--- config.mk ---
export PLATFORM = sky130hd
export DESIGN_NAME = keypad_scanner
export DESIGN_NICKNAME = d
export VERILOG_FILES = /design/src/rtl/keypad_scanner.sv
export SDC_FILE = /design/constraint.sdc
export NUM_CORES = 1
export LEC_CHECK = 0
export ABC_CLOCK_PERIOD_IN_PS = 9900
export BUFFER_PORTS_ARGS = -buffer_cell sky130_fd_sc_hd__buf_2
export CAP_MARGIN = 20
export CORE_UTILIZATION = 50
export CTS_CLUSTER_DIAMETER = 80
export DETAILED_ROUTE_END_ITERATION = 8
export PLACE_DENSITY = 0.71
export SYNTH_ARGS = -nofsm -noshare
export SYNTH_HDL_FRONTEND = slang
export SYNTH_SLANG_ARGS = --single-unit
--- constraint.sdc ---
create_clock -name clk -period 9.9 [get_ports clk]
set_input_delay 1.98 -clock clk [delete_from_list [all_inputs] [get_ports clk]]
set_output_delay 1.98 -clock clk [all_outputs]
set_load 0.02 [all_outputs]
--- src/rtl/keypad_scanner.sv ---
// 4x4 matrix keypad scanner: one active-low column at a time, synchronised row
// sampling at the end of each dwell, and scan-level debounce into one-cycle key events.
//
// state    | meaning
// ---------+--------------------------------------------------------------
// IDLE     | no key accepted, waiting for a scan that decodes to one key
// CONFIRM  | candidate key seen on cnt consecutive scans, not yet accepted
// HELD     | key accepted and still pressed
// REL_WAIT | accepted key absent for cnt consecutive scans, not yet released
module keypad_scanner #(
   parameter int SCAN_DIV       = 100000,
   parameter int DEBOUNCE_SCANS = 4
) (
   input  logic       clk,
   input  logic       rst,
   input  logic [3:0] Row,
   output logic [3:0] Col,
   output logic [3:0] key_code,
   output logic       key_valid,
   output logic       key_held
);

   localparam int DIV_W = $clog2(SCAN_DIV);
   localparam int CNT_W = $clog2(DEBOUNCE_SCANS + 1);
   localparam logic [DIV_W-1:0] DIV_LAST = DIV_W'(SCAN_DIV - 1);
   localparam logic [DIV_W-1:0] DIV_ONE  = DIV_W'(1);
   localparam logic [CNT_W-1:0] CNT_DONE = CNT_W'(DEBOUNCE_SCANS);
   localparam logic [CNT_W-1:0] CNT_ONE  = CNT_W'(1);

   typedef enum logic [1:0] {
      IDLE     = 2'd0,
      CONFIRM  = 2'd1,
      HELD     = 2'd2,
      REL_WAIT = 2'd3
   } state_t;

   logic [3:0]       row_s1;
   logic [3:0]       row_s2;
   logic [DIV_W-1:0] div_cnt;
   logic [1:0]       col_idx;
   logic             dwell_end;
   logic             scan_end;

   logic [1:0]       acc_zeros;
   logic [3:0]       acc_code;
   logic [2:0]       zeros_now;
   logic [3:0]       code_now;
   logic [2:0]       zero_sum;
   logic [1:0]       total_zeros;
   logic             res_valid;
   logic [3:0]       res_code;

   state_t           state;
   state_t           state_nx;
   logic [3:0]       cand;
   logic [3:0]       cand_nx;
   logic [CNT_W-1:0] cnt;
   logic [CNT_W-1:0] cnt_nx;
   logic [CNT_W-1:0] cnt_inc;
   logic [3:0]       code_nx;
   logic             valid_nx;

   function automatic logic [3:0] decode(input logic [1:0] c, input logic [1:0] r);
      logic [3:0] code;
      case ({c, r})
         4'd0:    code = 4'h1;
         4'd1:    code = 4'h4;
         4'd2:    code = 4'h7;
         4'd3:    code = 4'h0;
         4'd4:    code = 4'h2;
         4'd5:    code = 4'h5;
         4'd6:    code = 4'h8;
         4'd7:    code = 4'hF;
         4'd8:    code = 4'h3;
         4'd9:    code = 4'h6;
         4'd10:   code = 4'h9;
         4'd11:   code = 4'hE;
         4'd12:   code = 4'hA;
         4'd13:   code = 4'hB;
         4'd14:   code = 4'hC;
         default: code = 4'hD;
      endcase
      return code;
   endfunction

   assign dwell_end = (div_cnt == DIV_LAST);
   assign scan_end  = dwell_end && (col_idx == 2'd3);
   assign Col       = ~(4'b0001 << col_idx);
   assign key_held  = (state == HELD) || (state == REL_WAIT);

   always_ff @(posedge clk) begin
      if (rst) begin
         row_s1  <= 4'hF;
         row_s2  <= 4'hF;
         div_cnt <= '0;
         col_idx <= '0;
      end else begin
         row_s1 <= Row;
         row_s2 <= row_s1;
         if (dwell_end) begin
            div_cnt <= '0;
            col_idx <= col_idx + 2'd1;
         end else begin
            div_cnt <= div_cnt + DIV_ONE;
         end
      end
   end

   // Scan result folds the current column's sample into the running totals so the
   // FSM can act on the complete scan in the same cycle as the col 3 sample.
   always_comb begin
      zeros_now = '0;
      code_now  = '0;
      for (int r = 3; r >= 0; r--) begin
         if (!row_s2[r]) begin
            zeros_now = zeros_now + 3'd1;
            code_now  = decode(col_idx, 2'(r));
         end
      end
      zero_sum    = {1'b0, acc_zeros} + zeros_now;
      total_zeros = (zero_sum >= 3'd2) ? 2'd2 : zero_sum[1:0];
      res_valid   = (total_zeros == 2'd1);
      res_code    = (acc_zeros == 2'd0) ? code_now : acc_code;
   end

   always_ff @(posedge clk) begin
      if (rst) begin
         acc_zeros <= '0;
         acc_code  <= '0;
      end else if (dwell_end) begin
         if (scan_end) begin
            acc_zeros <= '0;
            acc_code  <= '0;
         end else begin
            acc_zeros <= total_zeros;
            acc_code  <= res_code;
         end
      end
   end

   always_ff @(posedge clk) begin
      if (rst) begin
         state     <= IDLE;
         cand      <= '0;
         cnt       <= '0;
         key_code  <= '0;
         key_valid <= 1'b0;
      end else begin
         state     <= state_nx;
         cand      <= cand_nx;
         cnt       <= cnt_nx;
         key_code  <= code_nx;
         key_valid <= valid_nx;
      end
   end

   always_comb begin
      state_nx = state;
      cand_nx  = cand;
      cnt_nx   = cnt;
      code_nx  = key_code;
      valid_nx = 1'b0;
      cnt_inc  = cnt + CNT_ONE;
      if (scan_end) begin
         case (state)
            IDLE: begin
               if (res_valid) begin
                  state_nx = CONFIRM;
                  cand_nx  = res_code;
                  cnt_nx   = CNT_ONE;
               end
            end
            CONFIRM: begin
               if (!res_valid) begin
                  state_nx = IDLE;
                  cnt_nx   = '0;
               end else if (res_code == cand) begin
                  if (cnt_inc == CNT_DONE) begin
                     state_nx = HELD;
                     cnt_nx   = '0;
                     code_nx  = cand;
                     valid_nx = 1'b1;
                  end else begin
                     cnt_nx = cnt_inc;
                  end
               end else begin
                  cand_nx = res_code;
                  cnt_nx  = CNT_ONE;
               end
            end
            HELD: begin
               if (!res_valid) begin
                  state_nx = REL_WAIT;
                  cnt_nx   = CNT_ONE;
               end
            end
            REL_WAIT: begin
               if (res_valid) begin
                  state_nx = HELD;
                  cnt_nx   = '0;
               end else if (cnt_inc == CNT_DONE) begin
                  state_nx = IDLE;
                  cnt_nx   = '0;
               end else begin
                  cnt_nx = cnt_inc;
               end
            end
            default: begin
               state_nx = IDLE;
               cnt_nx   = '0;
            end
         endcase
      end
   end

endmodule

# After elaboration in Yosys (flattened, before gate mapping)
# Cells that the tools add are included.
# word_totals
latch_bits	0
n_memories	0
output_inout_bits	10
reg_bits	47
ramBits	0
wordCells	90
in_bits	6
rom_bits	0
# op_classes
bitwise	5
n_mul	0
n_shift	1
n_div	0
n_eq_ne	17
n_reduce_logical	12
n_lt_le_gt_ge	1
n_mux	36
addsub	7
# op_table
cell	n
4-bit one-hot mux with 4 select lines	3
4-bit two-way mux	9
3-bit two-way mux	9
2-bit two-way mux	9
17-bit by 1-bit adder with 17-bit output (second input constant)	1
17-bit == test (second input constant)	1
3-bit by 1-bit adder with 3-bit output (second input constant)	4
3-bit one-hot mux with 4 select lines	1
4-bit one-hot mux with 3 select lines	1
5-bit AND reduction	2
2-bit == test (second input constant)	4
2-bit inequality test (second input constant)	4
2-bit one-hot mux with 4 select lines	1
4-bit one-hot mux with 2 select lines	1
2-bit by 1-bit == test with 1-bit output (second input constant)	3
2-bit logical NOT	3
3-bit inequality test (second input constant)	2
6-bit AND reduction	1
5-bit OR reduction	1
4-bit == test	1
1-bit NOT	4
4-bit NOT	1
1-bit by 2-bit left shift with 4-bit output (first input constant)	1
2-bit by 3-bit adder with 3-bit output	1
other kinds (10)	11

# Logic depth before layout (Yosys ltp)
# Gate-level depths: netlist of run 1.
# logic_depth
ltp_word	13
depth_mapped	14

# Least setup slack after synthesis of run 1
# Ideal clock, no wire load.
# synth_timing
kind	flip-flop to flip-flop
start	reg row_s2[2]
end	reg cand[1]
required_time_ns	9.777
path_stages_with_launch	13
slack_ns	6.305
period_less_slack_ns	3.595
arrival_time_ns	3.471
cell_sequence	dfxtp_1 -> inv_1 -> ha_1 -> xnor2_1 -> ha_1 -> mux2_2 -> fa_1 -> xnor3_1 -> nand3b_1 -> or3_1 -> buf_6 -> a21oi_2 -> mux2_1
# synth_via
elab_chain_len	11
word_cells_on_any_way	22
# synth_lines
item	line	rtl
start: declaration	38	logic [3:0] row_s2;
start signal: assignment	99	row_s2 <= row_s1;
3-bit two-way mux	115	if (!row_s2[r]) begin
3-bit by 1-bit adder with 3-bit output	116	zeros_now = zeros_now + 3'd1;
3-bit two-way mux	115	
3-bit by 1-bit adder with 3-bit output	116	
3-bit two-way mux	115	
2-bit by 3-bit adder with 3-bit output	120	zero_sum = {1'b0, acc_zeros} + zeros_now;
3-bit by 2-bit >= comparator with 1-bit output	121	total_zeros = (zero_sum >= 3'd2) ? 2'd2 : zero_sum[1:0];
2-bit two-way mux	121	
2-bit by 1-bit == test with 1-bit output	122	res_valid = (total_zeros == 2'd1);
2-bit inequality test (no source line)	n/a	
5-bit AND reduction (no source line)	n/a	
end signal: assignment	150	cand <= cand_nx;
end: declaration	55	logic [3:0] cand;
# Parallel ways exist; a longest one is shown, timed or not. The select of a mux whose other input is x is not followed.
# A chain may end at the register's enable or synchronous reset.

# Worst setup path after layout of run 1
# Same ends and word-level chain as after synthesis.

==> impl_results.md, run 1 <==
* Status: completed
* Share of post-route cells with drive strength above 1 at 14.5%
* CTS Root Cell: clkbuf_8
* Final period utilization at 39.7%
* DP Area at 2600 um2
* Pre-antenna DRT Iters at 4
* Vias in the first global route at 1,721
* Startpoint Class: flop
* Worst min path class: reg -> reg
* Sequential share of power at 57.6%
* CP bufs+invs at 1
* Placer Congestion at 0.758
* Psw at 85.2 uW
* Largest delay share family, worst path: adder cells
* Cts repair resizes at 0
* Antenna violations before repair at 0
* Die Ht at 73.0 um
* Main synth FF type: dfxtp_1
* Synth Register Bits at 47
* CTS tree: done
* Largest net degree at the start of global routing at 36
* Yosys top cell area share at 37.4%
* Inserted Diodes at 0
* Max layer used: met4
* Hold_buf cts at 0
* Crit path time final at 3.93 ns
* Drt wl/cell at 12.6 um
* Mean post-synth cell area at 8.78 um2
* Antenna violation net count after detailed routing at 0
* Storage cell area at 941 um2
* Asr flop ratio synth at 0%
* Fin area at 2700 um2
* Fin nets at 314
* Area leader, netlist: dfxtp_1
* Core box area at 4790 um2
* CTS Buf Count at 5
* Switch share at 25.3%
* Cell mode on critical path: ha_1
* Pint at 252 uW
* Max Clock Freq at 255 MHz
* Met1 wire length at 2300 um
* Worst-Margin Slew at 1.01 ns
* Area growth, synth to finish at 7.05%
* Die area at 5330 um2
* Top-count cell post-synth: dfxtp_1
* Initial core utilization at 52.6%
* Worst-path maximum fanout at 10
* Ports at 16
* RSZ-0062 raised after global routing: false
* Synthesized instance count at 287
* Longest Clk Path Bufs at 2
* Power density over the cells at 125 nW/um2
* Vias per cell at 5.33
* Clock power frac at 35.6%
* Synth top area cells: dfxtp_1 (37%), ha_1 (6.0%), nor2_1 (4.9%)
* Yosys warns at 0
* Worst Path Required at 10.10 ns
* Skew final at 0.00765 ns
* Wire length on met3 at 123 um
* Static Leak at 1.04 nW
* Met2 WL post-DR at 2080 um
* Core Rows at 25
* Largest family of logic cells by synthesized area: simple AND/OR/NAND/NOR gates
* Post-synth EDFFs at 0
* Final setup vio count at 0
* Synth Net Count at 306
* Max cap viols at 0
* First-pass GRT wire length at 7710 um
* Post-Synth Simple-Gate Area at 26.8%
* Total Wirelength at 4570 um
* Max stage delay on crit path at 0.55 ns
* Via count at 1,936
* Die X at 73.0 um
* Critical Path End Type: flop
* Post-synthesis adder-cell area fraction at 6.76%
* Cells along the critical path: inv_1, ha_1, xnor2_1, ha_1, mux2_2, fa_1, xnor3_1, nand3b_1, or3_1, a21oi_2, mux2_1
* Sequential-to-total area share from yosys stat at 37.4%
* Final Max Tran Viols at 0
* Critical path class: reg -> reg
* # Post-CTS Setup Buffers at 0
* DP HPWL at 3320 um
* Total Routing Usage GR at 18.7%
* H-tree Lvls at 2
* FILL cells at 463
* Netlist cell types at 57
* Syn Std Cell Area at 2520 um2
* Initial DRC count at 134
* Synth Area in Compound Gates at 13.7%
* Gate power share at 6.9%
* Slowest CP cell: or3_1
* Final routed DRC violation total at 0
* Xor/xnor share of the synthesized area at 8.20%
* Port Buf Inserts at 15
* Clk sinks at 47
* Worst skew pair latency at 0.30 ns
* Peak supply drop at 95.9 uV
* Commonest cells in the netlist: dfxtp_1 (47), nor2_1 (33), nand2_1 (21)
* Gr ovfl total at 0
* Worst-path clk slew at 0.09 ns
* Multi-input logic area at 1450 um2
* Mux share of post-synthesis cell area at 2.09%
* Setup TNS at 0 ns
* Final hold violations at 0
* WP data arrival at 4.13 ns
* Relative slew slack at 32.3%
-- per-layer routing --
layer  GRT usage (%)  vias up
li1                -      995
met1            24.5      915
met2            30.3       19
met3            4.28        7
met4            6.54        0
met5               0        -
-- area by class of cell --
type | instances | area share [%]
flip-flops and latches | 47 | 34.9
clock buffers | 5 | 2.55
well taps | 67 | 3.11
clock inverters | 3 | 0.882
repair buffers | 15 | 2.78
inverters | 15 | 2.09
multi-input cells | 211 | 53.7
-- worst reg2reg max path, cell delays in order (launching register included) --
cell and delay, ns:
dfxtp_1 0.50, inv_1 0.08, ha_1 0.33, xnor2_1 0.26
ha_1 0.28, mux2_2 0.27, fa_1 0.38, xnor3_1 0.38
nand3b_1 0.26, or3_1 0.55, a21oi_2 0.20, mux2_1 0.33
-- sequential cells by signal, summed over array words and instances (netlist names), named ones only --
register and cells:
row_s1 4, acc_code 4, div_cnt 17, cand 4, row_s2 4, state 1
key_code 4, acc_zeros 2, cnt 3, col_idx 2, key_valid 1
-- power groups by stage --
stage / logic, mW / clock network, mW / registers [mW]
global route: 0.0260 / 0.130 / 0.194
detailed placement: 0.0232 / 0 / 0.198
finish: 0.0232 / 0.120 / 0.194
floorplan: 0.0202 / 0 / 0.197
CTS: 0.0234 / 0.123 / 0.194
global placement: 0.0229 / 0 / 0.198
-- cell usage in the layout (no fill, tap or decap), types with 2 or more instances in the layout --
| cell type | Yosys | final |
|---|---|---|
| and2_1 | 3 | 3 |
| inv_1 | 15 | 15 |
| nand4_1 | 5 | 5 |
| or2_2 | 10 | 10 |
| a211oi_1 | 3 | 3 |
| a21oi_1 | 10 | 10 |
| or3_1 | 4 | 4 |
| nor4_2 | 2 | 2 |
| mux2i_1 | 3 | 3 |
| or4b_1 | 2 | 2 |
| nand2_1 | 21 | 21 |
| xnor2_1 | 9 | 9 |
| clkinvlp_4 | 0 | 2 |
| o2bb2ai_1 | 2 | 2 |
| o21ai_1 | 5 | 5 |
| a21o_1 | 2 | 2 |
| nor2_1 | 33 | 33 |
| nand3_1 | 9 | 9 |
| dfxtp_1 | 47 | 47 |
| nor4_1 | 2 | 2 |
| o21ai_0 | 11 | 11 |
| nand2b_1 | 10 | 10 |
| ha_1 | 12 | 12 |
| nor2b_1 | 3 | 3 |
| xor2_1 | 12 | 12 |
| buf_2 | 2 | 15 |
| clkbuf_8 | 0 | 5 |
| nand3b_1 | 4 | 4 |
| nand4b_1 | 5 | 5 |
| o21a_1 | 2 | 2 |
| a311o_1 | 2 | 2 |
-- cells by family after synthesis --
kind of cell | Yosys count
compound gates | 50
xor+xnor | 22
fa+ha+maj | 13
buf+inv | 29
flops | 47
mux | 5
simple gates | 121
-- stage by stage --
| step | hold slack (ns) | power, mW | instances | worst slack (ns) | utilization (%) |
|---|---|---|---|---|---|
| after floorplan | 0.389 | 0.217 | 287 | 6.31 | - |
| after global placement | 0.395 | 0.221 | 355 | 6.13 | 54.4 |
| after detailed placement | 0.393 | 0.221 | 355 | 6.00 | 54.4 |
| after CTS | 0.411 | 0.340 | 363 | 5.97 | 56.3 |
| after global routing | 0.431 | 0.350 | 363 | 5.74 | 56.3 |
| final | 0.405 | 0.337 | 363 | 5.97 | 56.3 |
-- final timing paths --
check	start	end	slack, ns	cells past startpoint
min	row_s1[0]	row_s2[0]	0.40	1
min reg2reg	row_s1[0]	row_s2[0]	0.40	1
max	row_s2[2]	cand[1]	5.97	11
max reg2reg	row_s2[2]	cand[1]	5.97	11
(Power assumes the default switching activity.)
==> run 2, diff against run 1 <==
--- a/config.mk
+++ b/config.mk
@@ -5,7 +5,8 @@
 export SDC_FILE = /design/constraint.sdc
 export NUM_CORES = 1
 export LEC_CHECK = 0
-export ABC_CLOCK_PERIOD_IN_PS = 9900
+export ABC_AREA = 1
+export ABC_CLOCK_PERIOD_IN_PS = 3900
 export BUFFER_PORTS_ARGS = -buffer_cell sky130_fd_sc_hd__buf_2
 export CAP_MARGIN = 20
 export CORE_UTILIZATION = 50
==> constraint.sdc (replaced) <==
create_clock -name clk -period 3.9 [get_ports clk]
set_input_delay 0.78 -clock clk [delete_from_list [all_inputs] [get_ports clk]]
set_output_delay 0.78 -clock clk [all_outputs]
set_load 0.02 [all_outputs]
==> impl_results.md, run 2 <==
* Max Clock Freq at 306 MHz (+20%)
* Sequential-to-total area share from yosys stat at 37.0% (-0.37 points)
* Longest Clk Path Bufs at 2 (unchanged)
* Drt wl/cell at 10.9 um (-14%)
* Worst Path Required at 4.10 ns (-6.00 ns)
* CTS tree: done
* Xor/xnor share of the synthesized area at 1.38% (-6.8 points)
* Largest family of logic cells by synthesized area: simple AND/OR/NAND/NOR gates
* Area growth, synth to finish at 10.7%
* Total Wirelength at 4960 um (+8.5%)
* Critical Path End Type: flop
* # Post-CTS Setup Buffers at 0 (unchanged)
* Peak supply drop at 218 uV (+130%)
* Pre-antenna DRT Iters at 4 (unchanged)
* Post-synth EDFFs at 0 (unchanged)
* Max cap viols at 0 (unchanged)
* Sequential share of power at 50.2% (-7.4 points)
* Clk sinks at 47 (unchanged)
* Die area at 5380 um2 (+0.96%)
* Synth Register Bits at 47 (unchanged)
* Startpoint Class: flop
* Commonest cells in the netlist: nand2_1 (88), inv_1 (48), nor2_1 (48)
* Clock power frac at 43.6% (+8.0 points)
* Final Max Tran Viols at 0 (unchanged)
* DP HPWL at 3800 um (+15%)
* Core Rows at 25 (unchanged)
* Share of post-route cells with drive strength above 1 at 12.6% (-2.0 points)
* Initial core utilization at 52.8% (+0.18 points)
* Skew final at 0.00741 ns (-0.000238 ns)
* Netlist cell types at 33 (-42%)
* Vias in the first global route at 1,957 (+14%)
* Asr flop ratio synth at 0% (unchanged)
* Setup TNS at 0 ns (unchanged)
* Ports at 16 (unchanged)
* Mux share of post-synthesis cell area at 0% (-2.1 points)
* Most common cell after layout, fill and taps aside: nand2_1
* Main synth FF type: dfxtp_1
* Hold_buf cts at 0 (unchanged)
* M2 GR Usage at 33.0% (+2.7 points)
* Cts repair resizes at 0 (unchanged)
* Total Routing Usage GR at 20.4% (+1.6 points)
* Final period utilization at 83.7% (+44 points)
* Status: completed
* Final routed DRC violation total at 0 (unchanged)
* Yosys warns at 0 (unchanged)
* H-tree Lvls at 2 (unchanged)
* Antenna violation net count after detailed routing at 0 (unchanged)
* Gate power share at 6.2% (-0.7 points)
* Fin nets at 408 (+30%)
* Die X at 73.3 um (+0.48%)
* Worst-path maximum fanout at 6 (-4)
* Vias per cell at 4.92 (-7.7%)
* Static Leak at 1.24 nW (+19%)
* Via count at 2,249 (+16%)
* Synth top area cells: dfxtp_1 (37%), nand2_1 (13%), inv_1 (7.1%)
* Area leader, netlist: dfxtp_1
* Final hold violations at 0 (unchanged)
* Synth Net Count at 392 (+28%)
* Port Buf Inserts at 15 (unchanged)
* Placer Congestion at 0.874 (+15%)
* Mean post-synth cell area at 6.82 um2 (-22%)
* RSZ-0062 raised after global routing: false
* Post-synthesis adder-cell area fraction at 6.69% (-0.066 points)
* Worst-path clk slew at 0.09 ns (about the same)
* WP data arrival at 3.46 ns (-0.67 ns)
* Yosys top cell area share at 37.0% (-0.37 points)
* Met3 Usage GRT at 4.39% (+0.11 points)
* Power density over the cells at 347 nW/um2 (+180%)
* Core box area at 4820 um2 (+0.65%)
* Final setup vio count at 0 (unchanged)
* Worst skew pair latency at 0.30 ns (about the same)
* Max reg flops at 17 (unchanged)
* Inserted Diodes at 0 (unchanged)
* Die Ht at 73.3 um (+0.48%)
* Met1 usage at 28.0% (+3.5 points)
* Synthesized instance count at 373 (+30%)
* Initial DRC count at 92 (-31%)
* Largest net degree at the start of global routing at 21 (-42%)
* Grt peak-use layer: met2
* Syn Std Cell Area at 2540 um2 (+0.99%)
* Psw at 214 uW (+150%)
* Worst min path class: reg -> reg
* Pint at 762 uW (+200%)
* Antenna violations before repair at 0 (unchanged)
* First-pass GRT wire length at 8570 um (+11%)
* Switch share at 21.9% (-3.4 points)
* Worst hold slack at 0.415 ns (+0.0100 ns)
* Worst-Margin Slew at 0.706 ns (-0.301 ns)
* Crit path time final at 3.26 ns (-0.665 ns)
* Critical path class: reg -> reg
* Reg with most FFs: div_cnt
* Post-Synth Simple-Gate Area at 38.9% (+12 points)
* CTS Root Cell: clkbuf_8
* Relative slew slack at 52.8% (+20 points)
* CTS Buf Count at 5 (unchanged)
* Gr ovfl total at 0 (unchanged)
* Commonest cells after routing, fill and taps aside: nand2_1 (88), inv_1 (48), nor2_1 (48), dfxtp_1 (47), nand3_1 (31)
* Synth Area in Compound Gates at 7.18% (-6.5 points)
* FILL cells at 486 (+5.0%)
* Top-count cell post-synth: nand2_1
run 2: cell count changes after synthesis, sizes merged, moves of 5 or more:
cell and change:
o21ai -9, nor2 +16, nand2 +69, buf -5, a21oi +9, inv +37
nand3 +24, nand2b -10, nand4b -5, xor2 -10, xnor2 -7, nor3 +12
run 2: path summary, 6_finish.rpt:
| check | startpoint | end | slack, ns | depth (start not counted) |
|---|---|---|---|---|
| max | row_s2[2] | key_code[2] | 0.64 | 16 |
| min | row_s1[2] | row_s2[2] | 0.41 | 1 |
| max reg2reg | row_s2[2] | key_code[2] | 0.64 | 16 |
| min reg2reg | row_s1[2] | row_s2[2] | 0.41 | 1 |
run 2: cell type report:
| type | instances | area [um2] | area share, % |
|---|---|---|---|
| clock buffer | 5 | 68.8 | 2.44 |
| clock inverter | 3 | 67.6 | 2.40 |
| multi-input combinational | 266 | 1380 | 48.9 |
| tap | 67 | 83.8 | 2.98 |
| inverter | 54 | 203 | 7.20 |
| sequential | 47 | 941 | 33.4 |
| timing repair buffer | 15 | 75.1 | 2.67 |
run 2: cell families (layout without fill, tap and decap cells):
kind of cell,count (synthesis),count (layout)
XOR/XNOR,4,4
AO/OA/AOI/OAI,34,34
adder cells (fa/ha/maj),13,13
buffers and inverters,60,77
AND/OR/NAND/NOR,215,215
flip-flops,47,47
run 2: metrics by stage:
step	power [mW]	setup slack, ns	area, um2	std cells	utilization, %
after floorplan	0.548	0.942	2540	373	-
after global placement	0.561	0.790	2680	449	55.6
after detailed placement	0.562	0.673	2680	449	55.6
after CTS	0.985	0.646	2820	457	58.4
after global routing	1.01	0.260	2820	457	58.4
final	0.976	0.636	2820	457	58.4
run 2: critical path: stages (launching register included):
cell and delay, ns:
dfxtp_1 0.43, inv_1 0.11, ha_1 0.33, xnor2_1 0.23
ha_1 0.27, nand2_1 0.06, nand2_1 0.07, fa_1 0.40
nand3b_1 0.19, nand2_1 0.07, nand2_1 0.06, a21oi_2 0.22
nand3_2 0.17, nor3_2 0.27, nand4_1 0.15, nand2_1 0.09
nor2_1 0.05
run 2: power by group through the flow:
stage / sequential [mW] / combinational, mW / clock [mW]
global route: 0.492 / 0.0691 / 0.454
global placement: 0.501 / 0.0593 / 0
CTS: 0.490 / 0.0604 / 0.434
floorplan: 0.500 / 0.0483 / 0
finish: 0.490 / 0.0602 / 0.426
detailed placement: 0.502 / 0.0599 / 0
run 2: per-layer routing:
| metal | vias up | part of all wire [%] |
|---|---|---|
| met1 | 997 | 51 |
| met3 | 5 | 3.1 |
| li1 | 1224 | - |
| met4 | 0 | 0.75 |
| met5 | - | 0 |
| met2 | 23 | 45 |
